[config.mk]
export PLATFORM = sky130hd
export DESIGN_NAME = pulse2lvl
export DESIGN_NICKNAME = d
export VERILOG_FILES = /design/src/rtl/pulse2lvl.sv
export SDC_FILE = /design/constraint.sdc
export NUM_CORES = 1
export LEC_CHECK = 0
export ABC_AREA = 1
export BUFFER_PORTS_ARGS = -buffer_cell sky130_fd_sc_hd__buf_2
export CORE_MARGIN = 8
export CORE_UTILIZATION = 50
export DETAILED_ROUTE_END_ITERATION = 12
export PLACE_DENSITY = 0.7
export SLEW_MARGIN = 20
export SYNTH_ARGS = -nofsm -noshare
export SYNTH_HDL_FRONTEND = slang
export SYNTH_SLANG_ARGS = --single-unit
[constraint.sdc]
create_clock -name clk -period 1.7 [get_ports clk]
set_input_delay 0.085 -clock clk [delete_from_list [all_inputs] [get_ports clk]]
set_output_delay 0.085 -clock clk [all_outputs]
set_load 0.1 [all_outputs]
[src/rtl/pulse2lvl.sv]
// Pulse-to-level converter: stretches or toggles a level on rising-edge events,
// with optional retrigger, a forced low gap and a saturating dropped-event count.
module pulse2lvl #(
    parameter int HOLD_CYCLES = 16,
    parameter int GAP_CYCLES  = 2,
    parameter int CNT_W       = 8
) (
    input  logic             clk,
    input  logic             reset,
    input  logic             pulse,
    input  logic             mode,
    input  logic             retrig_en,
    input  logic             missed_clr,
    output logic             lvl,
    output logic             busy,
    output logic [CNT_W-1:0] missed_cnt
);

    typedef enum logic [1:0] {
        IDLE = 2'd0,
        HOLD = 2'd1,
        GAP  = 2'd2
    } state_t;

    localparam logic [CNT_W-1:0] HOLD_LOAD = CNT_W'(HOLD_CYCLES - 1);
    localparam logic [CNT_W-1:0] GAP_LOAD  = CNT_W'(GAP_CYCLES - 1);
    localparam logic [CNT_W-1:0] ONE       = CNT_W'(1);

    state_t           state;
    state_t           state_nx;
    logic [CNT_W-1:0] cnt;
    logic [CNT_W-1:0] cnt_nx;
    logic [CNT_W-1:0] missed_nx;
    logic             lvl_nx;
    logic             prev;
    logic             evt;
    logic             drop;

    assign evt  = pulse & ~prev;
    assign busy = (state != IDLE);

    always_ff @(posedge clk or posedge reset) begin
        if (reset) begin
            state      <= IDLE;
            cnt        <= '0;
            lvl        <= 1'b0;
            prev       <= 1'b0;
            missed_cnt <= '0;
        end else begin
            state      <= state_nx;
            cnt        <= cnt_nx;
            lvl        <= lvl_nx;
            prev       <= pulse;
            missed_cnt <= missed_nx;
        end
    end

    always_comb begin
        state_nx = state;
        cnt_nx   = cnt;
        lvl_nx   = lvl;
        drop     = 1'b0;
        unique case (state)
            IDLE: begin
                if (mode) begin
                    if (evt) begin
                        lvl_nx = ~lvl;
                    end
                end else if (evt) begin
                    state_nx = HOLD;
                    cnt_nx   = HOLD_LOAD;
                    lvl_nx   = 1'b1;
                end else begin
                    lvl_nx = 1'b0;
                end
            end
            HOLD: begin
                // a retrigger on the expiry cycle beats the expiry
                if (evt && retrig_en) begin
                    cnt_nx = HOLD_LOAD;
                    lvl_nx = 1'b1;
                end else begin
                    drop = evt;
                    if (cnt == '0) begin
                        lvl_nx = 1'b0;
                        if (GAP_CYCLES == 0) begin
                            state_nx = IDLE;
                        end else begin
                            state_nx = GAP;
                            cnt_nx   = GAP_LOAD;
                        end
                    end else begin
                        cnt_nx = cnt - ONE;
                    end
                end
            end
            GAP: begin
                drop   = evt;
                lvl_nx = 1'b0;
                if (cnt == '0) begin
                    state_nx = IDLE;
                end else begin
                    cnt_nx = cnt - ONE;
                end
            end
            default: begin
                state_nx = IDLE;
                cnt_nx   = '0;
                lvl_nx   = 1'b0;
            end
        endcase
    end

    always_comb begin
        missed_nx = missed_cnt;
        if (missed_clr) begin
            missed_nx = '0;
        end else if (drop && (missed_cnt != '1)) begin
            missed_nx = missed_cnt + ONE;
        end
    end

endmodule

# Word-level counts from Yosys, hierarchy flattened
# Index checks and enable logic that the tools add are counted.
# totals
reg_bits	20
inputBits	6
out_inout_bits	10
word_cells	52
# classes
add_sub_neg	2
n_eq_ne	11
muxes	22
n_bitwise	3
reduce_logical	9
# op_table
cell	n
$mux 8	7
$pmux 8 s3	1
$ne 2x2->1 const B	6
$mux 2	5
$add 8x1->8 const B	1
$logic_not 8->1	1
$ne 8x8->1 const B	1
$sub 8x1->8 const B	1
$mux 1	6
$ne 3x3->1 const B	2
$pmux 2 s3	1
$reduce_and 5->1	1
$pmux 1 s2	2
$reduce_bool 2->1	2
$reduce_and 3->1	1
$eq 2x1->1 const B	1
$eq 2x2->1 const B	1
$logic_and 1x1->1	2
$logic_not 2->1	1
$not 1->1	2
$reduce_and 2->1	1
$and 1x1->1	1

# Longest topological paths before layout
# Gate-level depths: netlist (run 1).
# logic_depth
ltp_word	8
ltp_mapped	11
depth_no_buf	11

# Worst setup path after synthesis (run 1)
# Ideal clock, no wire load.
# synth_path
kind	reg-to-reg
startpoint	reg missed_cnt[0]
endpoint	reg missed_cnt[7]
setup_ns	0.068
arrival_ns	2.083
required_time_ns	1.632
setup_slack_ns	-0.451
stages_incl_launch_ff	8
n_path_buf	0
synth_period_minus_slack_ns	2.151
path_cell_list	dfrtp_1 > ha_1 > nand3_2 > nor3_4 > a21oi_4 > nor2_4 > nand2_1 > nand2_1
# synth_between
elab_chain_len	3
word_cells_on_any_way	6
cone_classes	add/sub: 1; eq/ne: 1; mux: 2; reduce/logical: 2
# synth_rtl
element	line	rtl
start: declaration	16	output logic [CNT_W-1:0] missed_cnt
start signal: assignment	54	missed_cnt <= missed_nx;
$add 8x1->8 or $ne 8x8->1 (tied branches)	119, 118	
$mux 8 or $logic_and 1x1->1 (tied branches)	118	end else if (drop && (missed_cnt != '1)) begin
$mux 8 or $reduce_bool 2->1 (tied branches)	--	
# Several ways; a longest one is shown, not always the timed one. The select of a mux whose other input is x is not followed.
# A chain may end at the register's enable or synchronous reset.

# Worst setup path after layout (run 1)
# layout_path
startpoint	reg state[0]
endpoint	reg missed_cnt[0]
# layout_between
elab_chain_len	4
word_cells_on_any_way	5
cone_classes	eq/ne: 2; mux: 1; reduce/logical: 2
# layout_rtl
element	line	rtl
start: declaration	29	state_t state;
start signal: assignment	50	state <= state_nx;
$eq 2x2->1 or $eq 2x1->1 (tied branches)	63	unique case (state)
$pmux 1 s2 *	63	
$logic_and 1x1->1 *	118	
$reduce_bool 2->1 (no source line) *	--	
# Mark *: on every way between the ends. The rest lies on a longest branch, timed or not.

==> results of run 1 <==
-- final timing paths --
| check | to | slack [ns] | cells after the start |
|---|---|---|---|
| worst max-delay path | missed_cnt[0]$_DFFE_PP0P_ | 0.07 | 9 |
| worst min-delay path | missed_cnt[4]$_DFFE_PP0P_ | 0.07 | 4 |
| worst max register to register | missed_cnt[0]$_DFFE_PP0P_ | 0.07 | 9 |
| worst min register to register | lvl$_DFFE_PP0P_ | 0.54 | 2 |
| max in group asynchronous | state[0]$_DFFE_PP0P_ | 0.87 | 4 |
| min in group asynchronous | missed_cnt[1]$_DFFE_PP0P_ | 0.31 | 3 |
-- cell families (layout without fill, tap and decap cells) --
group	after synthesis	after routing	share of synthesized area
fa+ha+maj	7	7	0.0658
buf+inv	28	52	0.0790
flops	20	20	0.376
compound gates	17	18	0.0800
simple gates	105	105	0.353
xor+xnor	7	7	0.0461
-- cell type report --
| class | count | area [um^2] |
|---|---|---|
| Timing Repair Buffer | 20 | 120 |
| Sequential cell | 20 | 515 |
| Inverter | 28 | 109 |
| Clock buffer | 4 | 26.3 |
| Multi-Input combinational cell | 137 | 759 |
| Fill cell | 229 | 932 |
| Tap cell | 30 | 37.5 |
-- power groups by stage --
stage	combinational, mW	clock (mW)	sequential (mW)
6_report	1.48	0.237	0.723
3_3_place_gp	1.35	0	0.723
2_1_floorplan	1.02	0	0.795
3_5_place_dp	1.39	0	0.729
5_1_grt	1.68	0.267	0.739
4_1_cts	1.40	0.246	0.720
-- what timing repair did --
| action | 4_1_cts | 5_1_grt |
|---|---|---|
| endpoints found under the setup margin | 0 | 11 |
| endpoints found under the hold margin | 12 | 0 |
| buffers inserted | 0 | 1 |
| resized for setup | 0 | 8 |
| hold buffers | 2 | 0 |
-- critical path, cell delays in order, from the launching register on --
cell	delay [ns]
dfrtp_2	0.44
inv_1	0.09
ha_2	0.21
inv_1	0.08
o21ai_1	0.11
nand3_2	0.15
a21oi_4	0.23
nor2_4	0.08
nand2_1	0.07
nand2_1	0.06
-- Yosys cell counts (2+ instances only) --
cell,number,share of area
nand2_1,60,0.17
inv_1,26,0.073
dfrtp_1,20,0.38
nor2_1,17,0.048
nand3_1,13,0.049
o21ai_0,10,0.038
ha_1,7,0.066
xor2_1,7,0.046
nand4_1,6,0.028
a21oi_1,2,0.0075
inv_2,2,0.0056
nand2_2,2,0.0094
nand3b_1,2,0.011
nor2_2,2,0.0094
-- placed cells by master (no fill, tap or decap), types with 4 or more instances in the layout --
master / instances
xor2_1: 7
nand4_1: 6
nand2_1: 60
dfrtp_1: 12
o21ai_0: 10
inv_1: 24
dfrtp_2: 6
ha_1: 4
clkbuf_4: 4
nand3_1: 12
buf_2: 14
nor2_1: 17
-- sequential cells by signal, summed over array words and instances (netlist names) --
signal,flops
cnt,8
lvl,1
missed_cnt,8
prev,1
state,2
-- per-stage QoR --
| stage | hold WS, ns | std cells |
|---|---|---|
| floorplan | 0.0485 | 184 |
| finish | 0.0710 | 239 |
| detailed placement | 0.114 | 231 |
| global route | 0.0633 | 239 |
| global placement | 0.104 | 231 |
| CTS | 0.0593 | 237 |
-- per-layer routing --
| layer | routed length (um) | vias to the layer above | part of all wire | GRT usage |
|---|---|---|---|---|
| met4 | 44 | 0 | 0.015 | 0.0653 |
| met3 | 143 | 5 | 0.047 | 0.0315 |
| met1 | 1450 | 567 | 0.48 | 0.173 |
| li1 | - | 632 | - | - |
| met5 | 0 | - | 0 | 0 |
| met2 | 1380 | 31 | 0.46 | 0.220 |
==> metrics.txt, run 1 <==
run status=completed; root buffer cell=clkbuf_4; synthesized area=1330 um^2; grt ovf=0; register area share after synthesis=0.376; CP endpoint kind=flop; DRT antenna net count=0; launch point of the worst hold path=missed_clr; endpoints failing hold=0; Max Root-Sink Buffers=2; RR Startpoint=state[0]$_DFFE_PP0P_; Critical Path RT=1.90 ns; Post-DP HPWL=2340 um; drt drc=0; vias=1,235; dominant synthesized flop cell=dfrtp_1; register share of total power=0.297; CTS Sinks=20; share of layout cells above drive strength 1=0.234; cell count after synthesis=184; global-route wire length before repair=4940 um; clock network fraction of total power=0.097; worst hold path type=input port to flop; overall power=2.44 mW; setup ws final=0.0718 ns; synthesized area per cell=7.23 um^2; power share of the combinational group=0.606; Synth cell types=22; Vias/cell=5.17; final design area excluding fillers=1570 um^2; worst vdd ir=1.27 mV; post-layout util=0.627; number of nets in the layout=223; Max-cap violations=0; RSZ-0062 raised after global routing=yes; Slew Limit Fails=0; # diodes=0; Post-DP Area=1480 um^2; Setup Crit Path Kind=flop to flop; #FFs+latches synth=20; routability cong.=0.963; P_sw=1.26 mW; Final period util=0.958; fraction of registers with async set/reset=1.00; Cell Int Power=1.18 mW; Achievable Freq=614 MHz; CP max FO=8; switching part of the total power=0.516; largest net degree at the start of global routing=13; Die Y=67.6 um; Routed WL per cell=12.6 um; Die Wd=67.6 um; first drt pass iteration count=4; EDFF count, synth=0; number of H-tree levels=1; I/O pin cnt=16; CP arrival=1.82 ns; GRT Util Overall=0.139; Port Buffers=15; DIE AREA=4570 um^2; setup TNS=0 ns; FP Rows=18; post-place setup slack=0.0379 ns; Area Overhead vs Synth=17.9%; critical path launch point type=flop; Slew headroom=0.676; Setup-failing EPs final=0; clock buffer count from CTS=3; leakage=0.850 nW; final WL=3010 um; vias in the first global route=1,170; worst-margin pin slew=0.489 ns; Detailed Route Iter0 Violations=93; core footprint=2500 um^2; pwr dens=1550 nW/um^2; Post-Syn Nets=197; clk slew on worst S/H paths=0.11 ns; Initial Utilization=0.532; Syn. warnings=0; crit path time final=1.63 ns; initial antenna violation count=0; Worst-Skew Late Latency=0.30 ns; crit path from=state[0]$_DFFE_PP0P_; CTS tree=done; Clock Skew=0.00663 ns
Note: power is estimated with default switching activity, not from simulation.
==> inputs of run 2 (changes only) <==
--- a/config.mk
+++ b/config.mk
@@ -9,6 +9,7 @@
 export BUFFER_PORTS_ARGS = -buffer_cell sky130_fd_sc_hd__buf_2
 export CORE_MARGIN = 8
 export CORE_UTILIZATION = 50
+export CTS_BUF_LIST = sky130_fd_sc_hd__clkbuf_2
 export DETAILED_ROUTE_END_ITERATION = 12
 export PLACE_DENSITY = 0.7
 export SLEW_MARGIN = 20
==> run 2 against run 1 <==
Against the previous run: clock power is 13% lower; sequential share of layout area hardly changed; critical path depth stayed put; cell count stayed put; critical path type unchanged; highest routed layer unchanged.
==> metrics.txt, run 2 (synthesis gave the netlist of run 1 again) <==
Port Buffers=15 (unchanged); critical path launch point type=flop; Setup Crit Path Kind=flop to flop; Die Wd=67.6 um (unchanged); CTS tree=done; Worst-Skew Late Latency=0.32 ns (+0.02 ns); grt ovf=0 (unchanged); Slew headroom=0.676 (about the same); most frequent cells in the layout=60 x nand2_1, 25 x inv_1, 17 x nor2_1; worst-margin pin slew=0.489 ns (-0.0000491 ns); routability cong.=0.963 (unchanged); launch point of the worst hold path=missed_clr; pwr dens=1540 nW/um^2 (-0.62%); CP max FO=8 (unchanged); CP arrival=1.85 ns (+0.03 ns); post-layout util=0.627 (about the same); drt drc=0 (unchanged); vias in the first global route=1,170 (unchanged); CP delay by family, top=flip-flops; endpoints failing hold=0 (unchanged); Achievable Freq=615 MHz (+0.20%); CP Buf/Inv Count=2 (unchanged); Die Y=67.6 um (unchanged); initial antenna violation count=0 (unchanged); Worst R2R End=missed_cnt[0]$_DFFE_PP0P_; largest net degree at the start of global routing=13 (unchanged); Post-DP Area=1480 um^2 (unchanged); run status=completed; final WL=3020 um (about the same); first drt pass iteration count=4 (unchanged); RR Startpoint=state[0]$_DFFE_PP0P_; Vias/cell=5.18 (+0.24%); clock buffer count from CTS=3 (unchanged); Setup-failing EPs final=0 (unchanged); number of H-tree levels=1 (unchanged); hold slack final=0.0376 ns (-0.0334 ns); Max Root-Sink Buffers=2 (unchanged); WP depth=9 (unchanged); CP max-delay cell=dfrtp_2; # diodes=0 (unchanged); Worst Hold End=missed_cnt[4]$_DFFE_PP0P_; CTS Sinks=20 (unchanged); worst hold path type=input port to flop; RSZ-0062 raised after global routing=yes; DRT antenna net count=0 (unchanged); Final period util=0.956 (-0.00194); worst path cell trace=inv_1, ha_1, inv_1, o21ai_1, nand3_2, a21oi_4, nor2_4, nand2_1, nand2_1; Post-DP HPWL=2340 um (unchanged); Clock Skew=0.0130 ns (+0.00634 ns); crit path time final=1.62 ns (-0.00330 ns); root buffer cell=clkbuf_2; GRT Util Overall=0.139 (unchanged); CP endpoint kind=flop; most common cell after layout, fill and taps aside=nand2_1; R2R setup slack=0.08 ns (about the same); Initial Utilization=0.532 (unchanged); DIE AREA=4570 um^2 (unchanged); R2R depth=9 (unchanged); worst vdd ir=1.22 mV (-4.5%); global-route wire length before repair=4940 um (unchanged); Worst Hold Depth=4 (unchanged); final design area excluding fillers=1570 um^2 (about the same); vias=1,238 (+0.24%); core footprint=2500 um^2 (unchanged); Max-cap violations=0 (unchanged); biggest regs=cnt: 8 flops, missed_cnt: 8 flops, state: 2 flops; Area Overhead vs Synth=17.8% (about the same); Detailed Route Iter0 Violations=68 (-27%); number of nets in the layout=223 (unchanged); Routed WL per cell=12.6 um (about the same); Critical Path RT=1.92 ns (+0.02 ns); leakage=0.854 nW (+0.49%); FP Rows=18 (unchanged); Slew Limit Fails=0 (unchanged); fillcell total=235 (+2.6%); clk slew on worst S/H paths=0.19 ns (+0.08 ns); peak per-stage delay on the critical path=0.46 ns (+0.02 ns); share of layout cells above drive strength 1=0.239 (+0.00478); I/O pin cnt=16 (unchanged)
run 2: cell types whose count changed in the layout (fill, tap and decap cells not counted):
cell      before  now
inv_2          3    2
inv_1         24   25
buf_4          3    4
clkbuf_1       1    0
nand3_2        2    3
nand3_1       12   11
clkbuf_4       4    0
clkbuf_2       0    4
run 2: how the worst max path moves through the flow:
stage	from	end	slack, ns
floorplan	missed_cnt[1]$_DFFE_PP0P_	missed_cnt[7]$_DFFE_PP0P_	-0.006
global placement	state[1]$_DFFE_PP0P_	missed_cnt[7]$_DFFE_PP0P_	0.14
detailed placement	state[1]$_DFFE_PP0P_	missed_cnt[6]$_DFFE_PP0P_	0.04
CTS	state[1]$_DFFE_PP0P_	missed_cnt[0]$_DFFE_PP0P_	0.02
global route	state[0]$_DFFE_PP0P_	missed_cnt[0]$_DFFE_PP0P_	-0.03
finish	state[0]$_DFFE_PP0P_	missed_cnt[0]$_DFFE_PP0P_	0.08
run 2: where the power goes:
| part | internal, mW | total [mW] | switching [mW] |
|---|---|---|---|
| logic | 0.479 | 1.49 | 1.01 |
| registers | 0.613 | 0.722 | 0.109 |
| clock network | 0.0623 | 0.207 | 0.145 |
| total | 1.15 | 2.42 | 1.26 |
run 2: stage by stage:
| step | instances | setup TNS, ns | setup slack (ns) | power, mW |
|---|---|---|---|---|
| final | 239 | 0 | 0.0751 | 2.42 |
| after global placement | 231 | 0 | 0.141 | 2.07 |
| after global routing | 239 | -0.0435 | -0.0277 | 2.67 |
| after CTS | 237 | 0 | 0.0246 | 2.34 |
| after floorplan | 184 | -0.00612 | -0.00612 | 1.81 |
| after detailed placement | 231 | 0 | 0.0379 | 2.12 |
run 2: per-layer routing:
metal,vias to the layer above,GRT usage,share of wire
met2,32,0.220,0.46
met1,569,0.173,0.48
met5,-,0,0
li1,632,-,-
met3,5,0.0315,0.053
met4,0,0.0653,0.015
run 2: area by class of cell:
cell class	instances	area, um^2	share of cell area
multi-input combinational	137	764	0.488
sequential	20	515	0.329
timing repair buffer	20	120	0.0767
inverter	28	109	0.0695
tap	30	37.5	0.0240
clock buffer	4	20.0	0.0128
run 2: repair_timing:
| action | CTS | global route |
|---|---|---|
| setup endpoints to repair | 0 | 12 |
| hold buffers | 2 | 0 |
| hold endpoints to repair | 12 | 0 |
| resized for setup | 0 | 9 |
| setup buffers | 0 | 1 |
run 2: worst register-to-register path, delay by kind of cell (launching register included):
family | cells | cell delay, ns
flops | 1 | 0.46
compound gates | 2 | 0.34
buf+inv | 2 | 0.18
simple gates | 4 | 0.35
fa+ha+maj | 1 | 0.21
